$ cat config.mk
export PLATFORM = sky130hd
export DESIGN_NAME = pipe_stage_skid
export DESIGN_NICKNAME = d
export VERILOG_FILES = /design/src/rtl/pipe_pkg.sv /design/src/rtl/sat_counter.sv /design/src/rtl/pipe_stage_skid.sv
export SDC_FILE = /design/constraint.sdc
export NUM_CORES = 1
export LEC_CHECK = 0
export ABC_AREA = 1
export ABC_CLOCK_PERIOD_IN_PS = 3000
export CORE_ASPECT_RATIO = 0.5
export CORE_MARGIN = 2
export CORE_UTILIZATION = 50
export CTS_BUF_LIST = sky130_fd_sc_hd__clkbuf_4 sky130_fd_sc_hd__clkbuf_8
export DETAILED_ROUTE_END_ITERATION = 7
export GPL_TIMING_DRIVEN = 0
export PLACE_DENSITY_LB_ADDON = 0.08
export SYNTH_ARGS = -nofsm -noshare
export SYNTH_HDL_FRONTEND = slang
export SYNTH_HIERARCHICAL = 1
export SYNTH_SLANG_ARGS = --single-unit
$ cat constraint.sdc
create_clock -name clk -period 3 [get_ports clk]
set_input_delay 0.6 -clock clk [delete_from_list [all_inputs] [get_ports clk]]
set_output_delay 0.6 -clock clk [all_outputs]
set_load 0.005 [all_outputs]
$ cat src/rtl/pipe_pkg.sv
// Shared definitions for handshaked pipeline stages: occupancy encodings and
// the stage state type.
package pipe_pkg;

  localparam logic [1:0] OCC_EMPTY = 2'd0;
  localparam logic [1:0] OCC_ONE   = 2'd1;
  localparam logic [1:0] OCC_TWO   = 2'd2;

  typedef enum logic [1:0] {
    EMPTY = 2'd0,
    ONE   = 2'd1,
    TWO   = 2'd2
  } pipe_state_t;

endpackage

$ cat src/rtl/sat_counter.sv
// Saturating event counter with synchronous clear; clear wins over increment.
module sat_counter #(
  parameter int unsigned W = 16
) (
  input  logic         clk,
  input  logic         reset,
  input  logic         inc,
  input  logic         clr,
  output logic [W-1:0] count
);

  logic [W-1:0] r_count;

  always_ff @(posedge clk or posedge reset) begin
    if (reset) begin
      r_count <= '0;
    end else if (clr) begin
      r_count <= '0;
    end else if (inc && (r_count != '1)) begin
      r_count <= r_count + W'(1);
    end
  end

  assign count = r_count;

endmodule

$ cat src/rtl/pipe_stage_skid.sv
// Handshaked pipeline register with optional 2-entry skid buffer, synchronous
// flush of control bits and a saturating stall-cycle counter.
module pipe_stage_skid
  import pipe_pkg::*;
#(
  parameter int unsigned DATA_W = 32,
  parameter int unsigned CTRL_W = 4,
  parameter int unsigned SKID   = 1,
  parameter int unsigned CNT_W  = 16
) (
  input  logic              clk,
  input  logic              reset,
  input  logic              flush,
  input  logic              in_valid,
  output logic              in_ready,
  input  logic [CTRL_W-1:0] in_ctrl,
  input  logic [DATA_W-1:0] in_data,
  output logic              out_valid,
  input  logic              out_ready,
  output logic [CTRL_W-1:0] out_ctrl,
  output logic [DATA_W-1:0] out_data,
  output logic [1:0]        occupancy,
  input  logic              stat_clear,
  output logic [CNT_W-1:0]  stall_count
);

  pipe_state_t       r_state;
  pipe_state_t       w_state_nxt;
  logic [CTRL_W-1:0] r_main_ctrl;
  logic [DATA_W-1:0] r_main_data;
  logic [CTRL_W-1:0] w_skid_ctrl;
  logic [DATA_W-1:0] w_skid_data;
  logic              w_in_ready;
  logic              w_out_valid;
  logic              w_acc;
  logic              w_con;
  logic              w_load_in;
  logic              w_load_skid;
  logic              w_clear;
  logic [1:0]        w_occ;

  assign w_out_valid = (r_state != EMPTY);
  assign w_acc       = in_valid & w_in_ready;
  assign w_con       = w_out_valid & out_ready;
  assign w_load_in   = w_acc & ((r_state == EMPTY) | ((r_state == ONE) & w_con));
  assign w_load_skid = (r_state == TWO) & w_con;
  assign w_clear     = (r_state == ONE) & w_con & ~w_acc;

  always_comb begin
    w_state_nxt = r_state;
    if (flush) begin
      w_state_nxt = EMPTY;
    end else begin
      unique case (r_state)
        EMPTY: if (w_acc) w_state_nxt = ONE;
        ONE: begin
          // Without a skid register an accept in ONE always coincides with a consume.
          if (w_acc && !w_con)      w_state_nxt = (SKID != 0) ? TWO : ONE;
          else if (!w_acc && w_con) w_state_nxt = EMPTY;
        end
        TWO:     if (w_con) w_state_nxt = ONE;
        default: w_state_nxt = EMPTY;
      endcase
    end
  end

  // Control bits are cleared whenever the stage empties so out_ctrl is 0 while invalid.
  always_ff @(posedge clk or posedge reset) begin
    if (reset) begin
      r_state     <= EMPTY;
      r_main_ctrl <= '0;
      r_main_data <= '0;
    end else begin
      r_state <= w_state_nxt;
      if (flush) begin
        r_main_ctrl <= '0;
      end else if (w_load_in) begin
        r_main_ctrl <= in_ctrl;
        r_main_data <= in_data;
      end else if (w_load_skid) begin
        r_main_ctrl <= w_skid_ctrl;
        r_main_data <= w_skid_data;
      end else if (w_clear) begin
        r_main_ctrl <= '0;
      end
    end
  end

  generate
    if (SKID != 0) begin : g_skid
      logic              r_in_ready;
      logic [CTRL_W-1:0] r_skid_ctrl;
      logic [DATA_W-1:0] r_skid_data;

      always_ff @(posedge clk or posedge reset) begin
        if (reset) begin
          r_in_ready  <= 1'b1;
          r_skid_ctrl <= '0;
          r_skid_data <= '0;
        end else begin
          r_in_ready <= (w_state_nxt != TWO);
          if (flush) begin
            r_skid_ctrl <= '0;
          end else if ((r_state == ONE) && w_acc && !w_con) begin
            r_skid_ctrl <= in_ctrl;
            r_skid_data <= in_data;
          end
        end
      end

      assign w_in_ready  = r_in_ready;
      assign w_skid_ctrl = r_skid_ctrl;
      assign w_skid_data = r_skid_data;
    end else begin : g_noskid
      assign w_in_ready  = ~w_out_valid | out_ready;
      assign w_skid_ctrl = '0;
      assign w_skid_data = '0;
    end
  endgenerate

  always_comb begin
    w_occ = OCC_EMPTY;
    case (r_state)
      ONE:     w_occ = OCC_ONE;
      TWO:     w_occ = OCC_TWO;
      default: w_occ = OCC_EMPTY;
    endcase
  end

  sat_counter #(.W(CNT_W)) u_stall_cnt (
    .clk   (clk),
    .reset (reset),
    .inc   (w_out_valid & ~out_ready),
    .clr   (stat_clear),
    .count (stall_count)
  );

  assign in_ready  = w_in_ready;
  assign out_valid = w_out_valid;
  assign out_ctrl  = r_main_ctrl;
  assign out_data  = r_main_data;
  assign occupancy = w_occ;

endmodule

# ---- After elaboration in Yosys (flattened, before gate mapping)
# Index checks and enable logic that the tools add are counted.
dict set report totals {
  input_bits 42
  reg_bits 91
  out_inout_bits 56
  wordCells 55
}
dict set report classes {
  n_eq_ne 4
  n_reduce_logical 15
  bitwise 11
  addsub 1
  muxes 17
}
# op count
set ops {}
lappend ops {{32-bit 2-to-1 mux} 2}
lappend ops {{16-bit 2-to-1 mux} 2}
lappend ops {{4-bit 2-to-1 mux} 6}
lappend ops {{16-bit by 1-bit adder with 16-bit output, second input constant} 1}
lappend ops {{16-bit != test, second input constant} 1}
lappend ops {{2-bit 2-to-1 mux} 5}
lappend ops {{2-bit nonzero test} 4}
lappend ops {{1-bit bitwise AND} 7}
lappend ops {{2-bit case mux with 3 select lines} 1}
lappend ops {{1-bit logical AND} 5}
lappend ops {{2-bit case mux with 2 select lines} 1}
lappend ops {{2-bit AND reduction} 2}
lappend ops {{4-bit nonzero test} 1}
lappend ops {{1-bit NOT} 3}
lappend ops {{2-bit by 1-bit equality test with 1-bit output, second input constant} 1}
lappend ops {{2-bit equality test, second input constant} 1}
lappend ops {{1-bit zero test} 2}
lappend ops {{2-bit zero test} 1}
lappend ops {{2-bit != test, second input constant} 1}
lappend ops {{1-bit bitwise OR} 1}

# ---- Longest topological paths before layout
dict set report depth {
  ltp_word 8
  mapped_depth 10
  ltp_nobuf 9
}

# ---- Hierarchy
# Netlist, hierarchy kept.
# module area_each_um2 n_inst cells_each seq_area_each_um2
set modules_own_cells {}
lappend modules_own_cells {pipe_stage_skid 3519.6 1 455 1878.1}
lappend modules_own_cells {sat_counter 1083.5 1 159 400.4}

# ---- Least setup slack after synthesis
# OpenSTA, ideal clock, no wires.
dict set report synth_path {
  path_type {register to register}
  from {reg u_stall_cnt.r_count[0], in the netlist u_stall_cnt/count[0]}
  to {reg u_stall_cnt.r_count[12], in the netlist u_stall_cnt/count[12]}
  required_time_ns 2.934
  setup_slack_ns 1.481
  setup_ns 0.066
  arrival_time_ns 1.454
  path_buffers 1
  path_stages_with_launch 10
  synth_period_minus_slack_ns 1.519
  path_cell_list {dfrtp_1 > ha_1 > nand2_2 > nor2_8 > nand2_4 > nor2_4 > nor2_2 > buf_2 > nand4_1 > nand2_1}
}
dict set report synth_between {
  elab_chain_len 3
  elab_cells_between_ends 6
  classes_between {add/sub: 1; eq/ne: 1; mux: 2; reduce/logical: 2}
}
# element line
set synth_lines {}
lappend synth_lines {{start, declared} sat_counter.sv:12} ;# logic [W-1:0] r_count;
lappend synth_lines {{start signal, assigned} sat_counter.sv:20} ;# r_count <= r_count + W'(1);
lappend synth_lines {{16-bit by 1-bit adder with 16-bit output or 16-bit != test (tied branches)} {sat_counter.sv:20, sat_counter.sv:19}}
lappend synth_lines {{16-bit 2-to-1 mux or 1-bit logical AND (tied branches)} sat_counter.sv:19} ;# end else if (inc && (r_count != '1)) begin
lappend synth_lines {{16-bit 2-to-1 mux or 2-bit nonzero test (tied branches)} --}
# Parallel ways exist; a longest one is shown, timed or not. The select of a mux whose other input is x is not followed.
# A chain may end at the register's enable or synchronous reset.

# ---- Worst setup path in the final report
dict set report layout_path {
  from {reg r_state[1]}
  to {out occupancy[0]}
}
dict set report layout_between {
  elab_chain_len 2
  elab_cells_between_ends 3
  classes_between {eq/ne: 2; mux: 1}
}
# element line
set layout_lines {}
lappend layout_lines {{start, declared} pipe_stage_skid.sv:27} ;# pipe_state_t r_state;
lappend layout_lines {{start signal, assigned} pipe_stage_skid.sv:74} ;# r_state <= w_state_nxt;
lappend layout_lines {{2-bit equality test or 2-bit by 1-bit equality test with 1-bit output (tied branches)} pipe_stage_skid.sv:123} ;# case (r_state)
lappend layout_lines {{2-bit case mux with 2 select lines (*)} pipe_stage_skid.sv:123}
lappend layout_lines {{end, declared} pipe_stage_skid.sv:22} ;# output logic [1:0] occupancy,
# Every way passes the cells marked *; elsewhere a longest branch is shown, timed or not.

==> run summary <==
RUN STATUS
-------------------------------------------------------------------------------------
Outcome                                                                  complete, no violations

PLACE
-------------------------------------------------------------------------------------
Post-DP HPWL                                                                  7840 um
Final GP Congestion                                                             0.885
Cell area reported after detailed placement                                  5750 um2
Port Buf Inserts                                                                   97
Worst setup timing slack at the placement stage                              0.738 ns

TIMING
-------------------------------------------------------------------------------------
Worst-Margin Slew                                                            0.655 ns
Unrepaired setup endpoints after global routing                                    no
Max-slew violation count                                                            0
Post-layout worst setup margin                                               0.849 ns
Final Hold Fails                                                                    0
Endpoints failing setup                                                             0
Minimum clock period                                                          2.15 ns
Worst hold slack after final layout                                          0.485 ns
Achievable Freq                                                               465 MHz
Clock skew                                                                 0.00624 ns
Worst relative slew slack                                                       0.563
Period utilisation layout                                                       0.717

LOGIC SYNTHESIS
-------------------------------------------------------------------------------------
Post-synthesis sequential element count                                            91
Post-synthesis sequential area ratio                                            0.495
Async set or reset register ratio after synthesis                                1.00
Gate count of the mapped netlist                                                  614
Synthesized area                                                             4600 um2
Prevailing post-synth register cell                                           dfrtp_1
Synthesis Warnings                                                                  6
Net Count, Synth                                                                  657
Count of flip-flops with a built-in enable after synthesis                          0
Mean cell area of the mapped netlist                                         7.50 um2
Netlist cell types                                                                 32

FLOORPLANNING
-------------------------------------------------------------------------------------
Chip height                                                                   71.8 um
Std-Cell Core Area                                                           8830 um2
Ports                                                                              98
Initial core utilization                                                        0.521
Die width                                                                      140 um
Die outline area                                                           10,000 um2
Number of placement rows                                                           24

POWER AND IR DROP
-------------------------------------------------------------------------------------
Internal power of the cells                                                   2.42 mW
Switching power summed over all nets                                         0.924 mW
Sequential share of power                                                       0.470
Clock power share                                                               0.302
Share of total power consumed by net switching                                  0.277
Power per cell area                                                        558 nW/um2
Static leakage                                                                3.14 nW
Combinational share of power                                                    0.228
Maximum ir drop on the vdd rail                                                273 uV

SETUP PATH
-------------------------------------------------------------------------------------
Largest fanout of any net on the critical path                                      6
Slowest cell delay on critical path                                           0.49 ns
Library cell appearing most often on the critical path                          inv_1
CP max-delay cell                                                        clkdlybuf4s50_1
Sequence of cells on the critical path                                   inv_1 > nand2_1 > inv_1 > clkdlybuf4s50_1
Worst setup SP type                                                         flip-flop
Data required time at the worst endpoint                                      2.40 ns
Arrival time reported for the critical path endpoint                          1.55 ns
Critical path class                                                           reg2out
Sort of element at the end of the critical path                          primary output

GLOBAL ROUTE
-------------------------------------------------------------------------------------
First-pass GRT wire length                                                  19,300 um
Pin count of the biggest net entering global routing                               50
Number of global-route vias before repair                                       4,105
Overall global routing resource usage                                           0.242
Sum of overflow across all layers after global routing                              0
Antenna violations before repair                                                    0

CTS
-------------------------------------------------------------------------------------
Clock root buffer                                                            clkbuf_8
Clock latency at the later pin of the worst-skew pair                         0.37 ns
Number of sinks handled by clock tree synthesis                                    91
Count of instances resized after the clock tree is built                            0
Number of clock buffers inserted by TritonCTS                                       9
CTS tree                                                                        built
Clock-pin slew of the registers on the worst-case setup and hold paths        0.09 ns
Post-CTS repair timing setup buffer count                                           0
Maximum buffer depth of the clock tree                                              2
Hold buffer count at CTS                                                            0
# H-tree levels                                                                     3

CELLS AND AREA
-------------------------------------------------------------------------------------
Count of inserted antenna diode cells                                               0
NumNets Final                                                                     766
Most common library cell in the layout ignoring fill and taps                 nand2_1
Commonest non-fill, non-tap cells in the layout                          nand2_1, clkdlybuf4s50_1, dfrtp_1, inv_1, nand3_1
Number of filler cells placed in the layout                                       776
Layout Cell Area excl Fill                                                   6000 um2
Layout cell share with drive strength beyond 1                                 0.0838
Area added between synthesis and finish                                         30.3%
Utilization after layout                                                        0.679

ROUTE
-------------------------------------------------------------------------------------
Total number of vias                                                            4,186
WL/cell                                                                       13.1 um
Post-route DRC violation count                                                      0
DRT iter0 DRCs                                                                    236
Vias per cell                                                                    4.95
Routed wire length                                                          11,100 um
Number of nets with antenna violations after detailed routing                       0
First drt pass iteration count                                                      5

WORST HOLD PATH
-------------------------------------------------------------------------------------
Class of the tightest hold or removal check                                   reg2reg

FLOW RUN
-------------------------------------------------------------------------------------
Number of violations of the max-capacitance limit                                   0

[state kept, by name, summed over array words and instances, names as in the netlist]
| signal | flops |
|---|---|
| g_skid.r_skid_ctrl | 4 |
| g_skid.r_skid_data | 32 |
| in_ready | 1 |
| out_ctrl | 4 |
| out_data | 32 |
| r_state | 2 |
| u_stall_cnt/count | 16 |
[cell families (layout without fill, tap and decap cells)]
family / after synthesis / count (layout) / synth area share
simple gates: 377 / 377 / 0.348
flops: 91 / 91 / 0.495
compound gates: 49 / 49 / 0.0571
fa+ha+maj: 1 / 1 / 0.00272
buf+inv: 92 / 206 / 0.0892
xor+xnor: 4 / 4 / 0.00761
[through the flow]
stage               TNS [ns]  std cells  total power [mW]
detailed placement         0        829              2.36
global placement      -60.08        828              2.33
global route               0        845              3.56
CTS                        0        845              3.37
finish                     0        845              3.34
floorplan                  0        614              1.97
[critical path: cells and delay by family (launching register included)]
| kind | cells | cell delay, ns |
|---|---|---|
| flops | 1 | 0.45 |
| simple gates | 1 | 0.10 |
| buf+inv | 3 | 0.63 |
[Yosys cell counts (2+ instances only)]
cell | n | area share
clkbuf_2 | 2 | 0.0022
o21ai_0 | 19 | 0.021
nand2_4 | 2 | 0.0049
buf_4 | 3 | 0.0049
inv_1 | 61 | 0.050
buf_6 | 5 | 0.012
dfrtp_1 | 90 | 0.49
nand2_1 | 269 | 0.22
nor2_2 | 4 | 0.0054
inv_2 | 3 | 0.0024
nor2_4 | 3 | 0.0073
nor2_1 | 22 | 0.018
xor2_1 | 2 | 0.0038
nand2_2 | 5 | 0.0068
clkbuf_1 | 5 | 0.0041
nand4_1 | 11 | 0.015
buf_2 | 11 | 0.012
o21ai_1 | 23 | 0.025
a21oi_1 | 4 | 0.0043
xnor2_1 | 2 | 0.0038
nand3_1 | 56 | 0.061
nand3b_1 | 2 | 0.0033
[layer usage]
| metal | GRT usage | routed length (um) | share of wire |
|---|---|---|---|
| met2 | 0.389 | 5040 | 0.45 |
| met3 | 0.0622 | 762 | 0.069 |
| met4 | 0.0900 | 173 | 0.016 |
| met5 | 0 | 0 | 0 |
| met1 | 0.324 | 5120 | 0.46 |
[power groups by stage]
stage | logic [mW] | clock network (mW) | registers (mW)
after global placement | 0.745 | 0 | 1.59
after floorplan | 0.382 | 0 | 1.58
after CTS | 0.771 | 1.03 | 1.57
after global routing | 0.870 | 1.09 | 1.60
after detailed placement | 0.767 | 0 | 1.59
final | 0.763 | 1.01 | 1.57
[final cells by class]
cell class / instances / area, um2 / area share
plain buffers: 27 / 166 / 0.0278
clock buffers: 10 / 131 / 0.0219
clock inverters: 6 / 114 / 0.0190
inverters: 65 / 246 / 0.0411
multi-input cells: 431 / 1910 / 0.319
flip-flops and latches: 91 / 2280 / 0.380
well taps: 117 / 146 / 0.0244
repair buffers: 98 / 998 / 0.167
[worst paths after layout]
| path | slack, ns | from | endpoint | cells after the start |
|---|---|---|---|---|
| setup / recovery | 0.85 | r_state[1] | occupancy[0] | 4 |
| min in group asynchronous | 0.58 | reset | out_data[3] | 2 |
| hold / removal | 0.48 | out_data[3] | out_data[3] | 2 |
| setup reg to reg | 1.22 | u_stall_cnt/count[0] | u_stall_cnt/count[7] | 9 |
| max in group asynchronous | 1.88 | reset | g_skid.r_skid_data[23] | 3 |
| hold reg to reg | 0.48 | out_data[3] | out_data[3] | 2 |
(Power assumes the default switching activity.)
